$ cat src/rtl/settle_meter.sv
// Settle-time meter: drives two latched operands into a delayed gate network,
// samples its output every clock and reports how many cycles it took to settle.
module settle_meter #(
    parameter int WIDTH         = 8,
    parameter int CW            = 8,
    parameter int STABLE_CYCLES = 3,
    parameter int MAX_WAIT      = 255
) (
    input  logic             clk,
    input  logic             rst_n,
    input  logic             start,
    input  logic [WIDTH-1:0] a_in,
    input  logic [WIDTH-1:0] b_in,
    output logic [WIDTH-1:0] drive_a,
    output logic [WIDTH-1:0] drive_b,
    input  logic [WIDTH-1:0] dut_out,
    output logic             busy,
    output logic             done,
    output logic             timeout,
    output logic [CW-1:0]    settle_cycles,
    output logic [WIDTH-1:0] result
);

    typedef enum logic [1:0] {
        IDLE  = 2'd0,
        WATCH = 2'd1,
        DONE  = 2'd2
    } state_t;

    state_t           state;
    logic [WIDTH-1:0] prev;
    logic [CW-1:0]    k;
    logic [CW-1:0]    last;

    logic [CW-1:0]    k_next;
    logic [CW-1:0]    last_eff;
    logic             changed;
    logic             settled;
    logic             at_limit;

    // NOTE: every variable gets a value on every pass so no latch is inferred.
    always_comb begin
        k_next   = k + CW'(1);
        changed  = (dut_out != prev);
        last_eff = changed ? k_next : last;
        settled  = (k_next - last_eff) >= CW'(STABLE_CYCLES);
        at_limit = (k_next == CW'(MAX_WAIT));
    end

    // Both flags decode straight from the state register, so reset clears them at once.
    assign busy = (state != IDLE);
    assign done = (state == DONE);

    // NOTE: state is updated with non-blocking assignments so every register
    // sees the pre-edge values of the others within the same clock.
    always_ff @(posedge clk or negedge rst_n) begin
        if (!rst_n) begin
            state         <= IDLE;
            drive_a       <= '0;
            drive_b       <= '0;
            prev          <= '0;
            k             <= '0;
            last          <= '0;
            result        <= '0;
            settle_cycles <= '0;
            timeout       <= 1'b0;
        end else begin
            case (state)
                IDLE: begin
                    if (start) begin
                        drive_a <= a_in;
                        drive_b <= b_in;
                        prev    <= dut_out;
                        k       <= '0;
                        last    <= '0;
                        timeout <= 1'b0;
                        state   <= WATCH;
                    end
                end
                WATCH: begin
                    if (changed) last <= k_next;
                    prev <= dut_out;
                    k    <= k_next;
                    // A settle on the final sample still counts as success.
                    if (settled) begin
                        result        <= dut_out;
                        settle_cycles <= last_eff;
                        timeout       <= 1'b0;
                        state         <= DONE;
                    end else if (at_limit) begin
                        result        <= dut_out;
                        settle_cycles <= CW'(MAX_WAIT);
                        timeout       <= 1'b1;
                        state         <= DONE;
                    end
                end
                DONE: begin
                    state <= IDLE;
                end
                default: begin
                    state <= IDLE;
                end
            endcase
        end
    end

endmodule

$ cat config.mk
export PLATFORM = sky130hd
export DESIGN_NAME = settle_meter
export DESIGN_NICKNAME = d
export VERILOG_FILES = /design/src/rtl/settle_meter.sv
export SDC_FILE = /design/constraint.sdc
export NUM_CORES = 1
export LEC_CHECK = 0
export ABC_AREA = 1
export CORE_MARGIN = 2
export CORE_UTILIZATION = 38
export DETAILED_ROUTE_END_ITERATION = 10
export DONT_BUFFER_PORTS = 1
export GPL_TIMING_DRIVEN = 0
export SLEW_MARGIN = 25
export SYNTH_ARGS = -nofsm -noshare
export SYNTH_HDL_FRONTEND = slang
export SYNTH_SLANG_ARGS = --single-unit
$ cat constraint.sdc
create_clock -name clk -period 4.2 [get_ports clk]
set_clock_uncertainty 0.2 [all_clocks]
set_input_delay 0.42 -clock clk [delete_from_list [all_inputs] [get_ports clk]]
set_output_delay 0.42 -clock clk [all_outputs]
set_load 0.1 [all_outputs]
==> qor.yml, run 1 <==
status: "completed"
clk_latency_ps: 340
via_count: 2528
drive_gt1_share_pct: 17.5
firstDrtPassIters: 4
fillers: 807
route.detailed.drc: 0
cts.path.max_buffers: 2
crit_buf_inv: 5
io_buffers: 0
crit_path_max_incr_delay_ps: 410
die_y_um: 95.9
synthArstFlopShare_pct: 100
rsz0062_at_grt: "false"
initial_core_util_pct: 39.0
routed_wl_um: 7150
cts.sinks: 59
dr.first_iter.drc_count: 127
clockRootBuffer: "clkbuf_8"
synth-seq-cells: 59
cp.arrival_ps: 3600
slew_viol_final: 0
relSlewSlack_pct: 27.5
required_ps: 4260
synth_area_sq_mm: 0.00321
seqCellArea_sq_mm: 0.00148
fmax_mhz: 283
grt_max_degree: 60
io-pin-count: 62
grt_antenna_before_repair: 0
slowest_stage: "fa_1"
cts_buffers: 9
synth_edf_count: 0
ys_warn_count: 0
min_path_type: "input pin to register"
synth.most_common_cell: "nand2_1"
r2r_slack_ps: 660
dp_hpwl_um: 5050
fin_tns_setup_ps: 0
synth_area_leaders: "dfrtp_1, nand2_1, inv_1, o21ai_2, ha_1"
clk_pin_slew_ps: 80
synth_nets: 433
cp-end-kind: "register"
yosysTopAreaCellShare_pct: 46.0
die_w_um: 95.9
die_area_sq_mm: 0.00919
cts_setup_buffers: 0
reg2reg_depth: 24
ys_seq_area_share_pct: 46.0
hold_ws_ps: 15.7
dp_cells: 500
yosysTopAreaCell: "dfrtp_1"
areaGrowthSynthToFinish_pct: 16.7
finalNonFillerCells: 534
placementRows: 33
multi_input_area_sq_mm: 0.00141
cts_htree_levels: 3
crit_path_start_kind: "register"
cp_cell_sequence: "nand2_1 -> nand2_1 -> nor2_1 -> nand2_1 -> nor2_4 -> inv_1 -> nand2_1 -> o21a_1 -> inv_1 -> ha_1 -> inv_1 -> fa_1 -> inv_1 -> nor2_1 -> nor2_1 -> nand3_1 -> nor2_1 -> nand2_1 -> nor2_4 -> nand4_4 -> nand2_4 -> buf_12 -> nand2_2 -> o21ai_2"
hp-start: "dut_out[0]"
grt_usage_pct: 16.1
vias_per_cell: 4.73
holdPathStages: 2
worst_pin_slew_ps: 1090
synth_cell_types: 31
syn_inst: 395
crit_family: "simple AND/OR/NAND/NOR gates"
cp-startpoint: "prev[6]"
hold_path_end: "result[0]"
nets: 462
grt_overflow: 0
setup_viol: 0
ant_nets: 0
grt_pass1_vias: 2372
gp_congestion: 0.805
criticalPathCategory: "register to register"
grt_pass1_wl_um: 11300
hold_viol_final: 0
post-route-period-util_pct: 84.2
yosys_most_used_dff: "dfrtp_1"
cts_tree: "yes"
crit_top_cell: "nand2_1"
r2r_end: "settle_cycles[4]"
maxCapViolCount: 0
path_max_fanout: 10
antenna_cells: 0
synth_commonest_cells: "nand2_1, dfrtp_1, inv_1"
avgSynthCellArea_sq_um: 8.12
wl_per_cell_um: 13.4
core_area_sq_mm: 0.00822
finalCriticalPeriod_ps: 3540
timing.rr.start: "prev[6]"
cells in the final DEF (no fill, tap or decap), types with 2 or more instances in the layout:
master         instances
clkinv_4               2
inv_1                 59
dlygate4sd3_1         17
clkbuf_8              10
ha_1                  10
nor2_1                16
nor2_2                 2
nand2_1              132
o21ai_2               16
nand4_1                3
clkbuf_1               4
inv_2                  4
o21ai_0               22
a21oi_1                3
nand2_2               18
a21oi_2                2
dfrtp_1               59
nand3_1                9
clkinv_2               2
nand3_2                5
nor2_4                 2
buf_2                  3
o22ai_1               11
xor2_1                 3
buf_12                 2
state kept, by name (all words and copies together), names as in the netlist:
| register | flops |
|---|---|
| k | 8 |
| timeout | 1 |
| state | 2 |
| drive_b | 8 |
| settle_cycles | 8 |
| result | 8 |
| drive_a | 8 |
| prev | 8 |
| last | 8 |
per-layer routing:
layer	GRT usage [%]	wire length, um	vias to the layer above
met4	4.40	74	0
met3	5.01	390	6
met2	26.6	3510	47
met1	20.3	3170	1189
li1	-	-	1286
met5	0	0	-
logic make-up after synthesis:
logic type               after synthesis  share of synthesized area (%)
AO/OA/AOI/OAI                         56                           11.5
XOR/XNOR                               3                          0.820
adder cells (fa/ha/maj)               11                           4.53
buffers and inverters                 74                           10.0
flip-flops                            59                           46.0
AND/OR/NAND/NOR                      192                           27.1
through the flow:
step	setup WS [ps]	utilization, %	area, sq um
floorplan	1060	-	3210
global placement	587	40.6	3340
detailed placement	574	40.7	3340
CTS	613	45.5	3740
global route	217	45.5	3740
finish	662	45.5	3740
worst max-delay path by stage:
stage | end | cells past startpoint
6_report | settle_cycles[4] | 24
5_1_grt | settle_cycles[0] | 25
4_1_cts | settle_cycles[4] | 25
3_5_place_dp | settle_cycles[4] | 24
3_3_place_gp | settle_cycles[2] | 21
2_1_floorplan | settle_cycles[4] | 24
area by class of cell:
class | instances | area share [%]
plain buffers | 10 | 2.17
clock inverters | 6 | 1.74
repair buffers | 18 | 5.28
multi-input cells | 262 | 37.7
well taps | 105 | 3.51
clock buffers | 10 | 3.68
inverters | 64 | 6.42
flip-flops and latches | 59 | 39.5
timing repair:
action | 4_1_cts | 5_1_grt
gates resized for setup | 0 | 0
hold buffers | 18 | 0
endpoints found under the hold margin | 75 | 0
Power of run 1 is not shown: default switching activity piles up to over one toggle a cycle in this logic, so the estimate is an artifact.
==> run 2: changes to the inputs <==
==> constraint.sdc (replaced) <==
create_clock -name clk -period 3.1 [get_ports clk]
set_clock_uncertainty 0.2 [all_clocks]
set_input_delay 0.31 -clock clk [delete_from_list [all_inputs] [get_ports clk]]
set_output_delay 0.31 -clock clk [all_outputs]
set_load 0.1 [all_outputs]
==> run 2 against run 1 <==
Effect of this change: fmax grew 4.7%; worst setup slack worse by 940 ps; sequential cell count stayed put; wire length grew 7.9%; sequential share of layout area shrank 3.5 points; critical path type unchanged; non-clock buffer count is 23 higher; utilization is 4.4 points higher; worst hold slack improved by 140 ps; the flow now finishes with violations (negative setup slack); first-iteration DRC count decreased by 5.5%.
==> qor.yml, run 2 (same netlist as run 1, synthesis figures left out) <==
initial_core_util_pct: 39.0  # unchanged
r2r_end: "settle_cycles[4]"
post-route-period-util_pct: 109  # +25 points
drive_gt1_share_pct: 23.9  # +6.4 points
hp-start: "start"
routed_wl_um: 7710  # +7.9%
io_buffers: 0  # unchanged
fillers: 773  # -4.2%
hold_viol_final: 0  # unchanged
firstDrtPassIters: 6  # +2
dr.first_iter.drc_count: 120  # -5.5%
placementRows: 33  # unchanged
final_common_cell: "nand2_1"
violations: "negative setup slack"
crit_top_cell: "inv_2"
clk_pin_slew_ps: 70  # about the same
io-pin-count: 62  # unchanged
grt_pass1_vias: 2543  # +7.2%
crit_path_max_incr_delay_ps: 430  # +20 ps
rsz0062_at_grt: "true"
grt_usage_pct: 17.0  # +0.95 points
core_area_sq_mm: 0.00822  # unchanged
setup_viol: 19  # +19
status: "finished, violations left"
dp_hpwl_um: 5050  # unchanged
die_y_um: 95.9  # unchanged
holdPathStages: 3  # +1
r2r_slack_ps: -280  # -940 ps
nets: 485  # +5.0%
wl_per_cell_um: 13.8  # +3.4%
relSlewSlack_pct: 27.4  # -0.15 points
placed_area_sq_mm: 0.00334  # unchanged
crit_buf_inv: 5  # unchanged
worst_pin_slew_ps: 1090  # +2.30 ps
fmax_mhz: 296  # +4.7%
finalCriticalPeriod_ps: 3380  # -157 ps
design_area_sq_mm: 0.00410  # +9.6%
ant_nets: 0  # unchanged
maxCapViolCount: 0  # unchanged
grt_max_degree: 60  # unchanged
cts.sinks: 59  # unchanged
cp.arrival_ps: 3450  # -150 ps
route.detailed.drc: 0  # unchanged
areaGrowthSynthToFinish_pct: 27.9
cts.path.max_buffers: 2  # unchanged
gp_congestion: 0.805  # unchanged
clk_latency_ps: 340  # about the same
criticalPathCategory: "register to register"
cts_htree_levels: 3  # unchanged
cts_buffers: 9  # unchanged
min_path_type: "input pin to register"
die_w_um: 95.9  # unchanged
cts_tree: "yes"
grt_pass1_wl_um: 12000  # +6.3%
antenna_cells: 0  # unchanged
grt_overflow: 0  # unchanged
crit_path_start_kind: "register"
crit_family: "simple AND/OR/NAND/NOR gates"
required_ps: 3170  # -1090 ps
via_count: 2681  # +6.1%
reg2reg_depth: 24  # unchanged
dpl_worst_slack_ps: -445  # -1020 ps
slew_viol_final: 0  # unchanged
die_area_sq_mm: 0.00919  # unchanged
slowest_stage: "fa_2"
most-common-layout-cells: "nand2_1, dfrtp_1, inv_1"
grt_antenna_before_repair: 0  # unchanged
path_max_fanout: 7  # -3
vias_per_cell: 4.81  # +1.7%
clockRootBuffer: "clkbuf_8"
timing.rr.start: "prev[3]"
cp-end-kind: "register"
fin_ws_ps: -281  # -943 ps
cp_cell_sequence: "nand2_1 -> nand2_1 -> nor2_2 -> nand2_2 -> nor2_4 -> inv_2 -> nand2_2 -> o21a_1 -> inv_2 -> ha_4 -> inv_2 -> fa_2 -> inv_2 -> nor2_2 -> nor2_1 -> nand3_1 -> nor2_1 -> nand2_1 -> nor2_4 -> nand4_4 -> nand2_8 -> buf_12 -> nand2_2 -> o21ai_2"
hold_path_end: "drive_b[6]"
-- run 2: worst min-delay path: stages --
cell,delay (ps)
nand2_1,180
nand2_1,110
nand2_1,50
-- run 2: worst max path at each step --
| stage | cells past startpoint | start | slack, ps | endpoint |
|---|---|---|---|---|
| final | 24 | prev[3] | -280 | settle_cycles[4] |
| after global placement | 16 | k[0] | -460 | settle_cycles[2] |
| after floorplan | 23 | prev[7] | 50 | settle_cycles[4] |
| after detailed placement | 24 | prev[2] | -440 | settle_cycles[4] |
| after global routing | 25 | prev[3] | -550 | settle_cycles[4] |
| after CTS | 25 | prev[4] | -280 | settle_cycles[4] |
-- run 2: layer usage --
layer | wire length, um | vias to the layer above | GRT usage, %
met5 | 0 | - | 0
met4 | 74 | 0 | 4.40
met3 | 452 | 8 | 5.17
met2 | 3960 | 57 | 29.0
met1 | 3220 | 1282 | 21.0
li1 | - | 1334 | -
-- run 2: layout make-up --
type,instances,area (sq um),area share (%)
Inverter,64,240,5.86
Timing Repair Buffer,41,438,10.7
Tap cell,105,131,3.20
Sequential cell,59,1480,36.0
Multi-Input combinational cell,262,1520,37.1
Clock buffer,10,138,3.36
Buffer,10,92.6,2.26
Clock inverter,6,65.1,1.59
-- run 2: what timing repair did --
item                                    4_1_cts  5_1_grt
endpoints found under the hold margin        90        0
pin swaps                                     3        9
endpoints found under the setup margin       19       19
setup buffers                                 9        4
cloned                                        1        1
resized for setup                            15       28
hold buffers                                 27        0
-- run 2: metrics by stage --
step	instances	TNS, ps	hold WS [ps]	utilization, %
2_1_floorplan	395	0	-186	-
3_3_place_gp	500	-8130	-184	40.6
3_5_place_dp	500	-7770	-184	40.7
4_1_cts	553	-4620	156	48.3
5_1_grt	557	-9880	186	49.9
6_report	557	-4900	153	49.9
Power of run 2 is left out for the same reason.
==> run 3: changes to the inputs <==
==> constraint.sdc (replaced) <==
create_clock -name clk -period 3.3 [get_ports clk]
set_clock_uncertainty 0.2 [all_clocks]
set_input_delay 0.33 -clock clk [delete_from_list [all_inputs] [get_ports clk]]
set_output_delay 0.33 -clock clk [all_outputs]
set_load 0.1 [all_outputs]
==> run 3 against run 2 <==
Effect of this change: first-iteration DRC count is 36% higher; fmax is 0.29% higher; final area is 0.49% higher; highest routed layer unchanged; the run still ends with negative setup slack left; die area is the same; via count barely moved; largest cell class unchanged; critical path type unchanged; worst setup slack gained 210 ps; non-clock buffer count grew 3.
==> qor.yml, run 3 (same netlist as run 1, synthesis figures left out) <==
status: "finished, violations left"
violations: "negative setup slack"
maxCapViolCount: 0  # unchanged
m1WireLength_um: 3320  # +3.0%
via_count: 2682  # +0.037%
hold_viol_final: 0  # unchanged
placed_area_sq_mm: 0.00334  # unchanged
cts_tree: "yes"
grt_antenna_before_repair: 0  # unchanged
dp_hpwl_um: 5050  # unchanged
placementRows: 33  # unchanged
design_area_sq_mm: 0.00412  # +0.49%
firstDrtPassIters: 4  # -2
cts_htree_levels: 3  # unchanged
most-common-layout-cells: "nand2_1, dfrtp_1, inv_1"
antenna_cells: 0  # unchanged
grt_max_degree: 60  # unchanged
dr_wl_met2_um: 3960  # -0.15%
cp_cell_sequence: "nand2_1 -> nand2_1 -> nor2_2 -> nand2_2 -> nor2_4 -> inv_2 -> nand2_2 -> o21a_1 -> inv_2 -> ha_4 -> inv_2 -> fa_2 -> inv_2 -> nor2_1 -> nor2_1 -> nand3_1 -> nor2_1 -> nand2_1 -> nor2_4 -> nand4_4 -> nand2_8 -> buf_12 -> nand2_2 -> o21ai_2"
areaGrowthSynthToFinish_pct: 28.5
drive_gt1_share_pct: 23.1  # -0.82 points
core_area_sq_mm: 0.00822  # unchanged
vias_per_cell: 4.79  # -0.50%
hp-start: "start"
wl_met3_um: 348  # -23%
fin_ws_ps: -71.2  # +210 ps
required_ps: 3360  # +190 ps
worst_pin_slew_ps: 1090  # -2.05 ps
cp-end-kind: "register"
final_common_cell: "nand2_1"
reg2reg_depth: 24  # unchanged
die_y_um: 95.9  # unchanged
slew_viol_final: 0  # unchanged
wl_per_cell_um: 13.8  # -0.30%
relSlewSlack_pct: 27.5  # +0.14 points
highest_layer: "met4"
io_buffers: 0  # unchanged
gp_congestion: 0.805  # unchanged
rsz0062_at_grt: "true"
cts.sinks: 59  # unchanged
die_area_sq_mm: 0.00919  # unchanged
finalCriticalPeriod_ps: 3370  # -9.67 ps
crit_end: "settle_cycles[4]"
dr.first_iter.drc_count: 163  # +36%
grt_pass1_vias: 2569  # +1.0%
grt_usage_pct: 17.2  # +0.15 points
clockRootBuffer: "clkbuf_8"
crit_path_max_incr_delay_ps: 430  # about the same
crit_path_start_kind: "register"
grt_overflow: 0  # unchanged
min_path_type: "input pin to register"
ant_nets: 0  # unchanged
path_max_fanout: 7  # unchanged
clk_pin_slew_ps: 80  # about the same
r2r_slack_ps: -70  # +210 ps
initial_core_util_pct: 39.0  # unchanged
setup_viol: 19  # unchanged
slowest_stage: "fa_2"
criticalPathCategory: "register to register"
r2r_end: "settle_cycles[4]"
cts.path.max_buffers: 2  # unchanged
crit_top_cell: "inv_2"
routed_wl_um: 7730  # +0.23%
clk_latency_ps: 340  # about the same
fin_tns_setup_ps: -983  # +3910 ps
grt_pass1_wl_um: 12100  # +0.99%
timing.rr.start: "prev[3]"
nets: 488  # +0.62%
finalNonFillerCells: 560  # +0.54%
die_w_um: 95.9  # unchanged
cp-startpoint: "prev[3]"
fmax_mhz: 297  # +0.29%
cts_buffers: 9  # unchanged
io-pin-count: 62  # unchanged
route.detailed.drc: 0  # unchanged
dp_cells: 500  # unchanged
cp.arrival_ps: 3440  # about the same
post-route-period-util_pct: 102  # -6.9 points
## run 3: changes by cell type in the layout (fill, tap and decap cells not counted), sizes merged
cell / before / now
dlygate4sd3: 26 / 29
## run 3: how the worst min path moves through the flow
| stage | to | slack (ps) | cells after the start |
|---|---|---|---|
| after detailed placement | result[5] | -160 | 0 |
| after global routing | drive_b[4] | 210 | 3 |
| final | drive_b[6] | 170 | 3 |
| after global placement | settle_cycles[3] | -160 | 0 |
| after CTS | drive_b[6] | 180 | 3 |
| after floorplan | drive_a[0] | -170 | 0 |
## run 3: area by class of cell
cell class,instances,area (sq um)
buffer,10,92.6
clock buffer,10,138
clock inverter,6,65.1
fill,771,4100
inverter,64,240
multi-input combinational,262,1510
sequential,59,1480
tap,105,131
timing repair buffer,44,464
## run 3: per-layer routing
layer	vias to the layer above	global-route usage [%]
li1	1342	-
met1	1289	21.2
met2	42	29.3
met3	9	5.17
met4	0	4.40
met5	-	0
## run 3: what timing repair did
item,4_1_cts,5_1_grt
resized for setup,14,24
cloned,1,1
hold buffers,30,0
setup buffers,8,4
endpoints found under the hold margin,87,0
pin swaps,3,9
setup endpoints to repair,18,19
## run 3: through the flow
stage	hold slack, ps	util (%)	setup WS [ps]
2_1_floorplan	-166	-	249
3_3_place_gp	-164	40.6	-256
3_5_place_dp	-164	40.7	-245
4_1_cts	176	48.5	-79.9
5_1_grt	206	50.2	-350
6_report	174	50.2	-71.2
## run 3: critical path, delay by kind of cell, from the launching register on
family / cells / cell delay, ps
AO/OA/AOI/OAI: 2 / 280
adder cells (fa/ha/maj): 2 / 580
flip-flops: 1 / 400
AND/OR/NAND/NOR: 15 / 1450
buffers and inverters: 5 / 370
Power of run 3 is left out for the same reason.
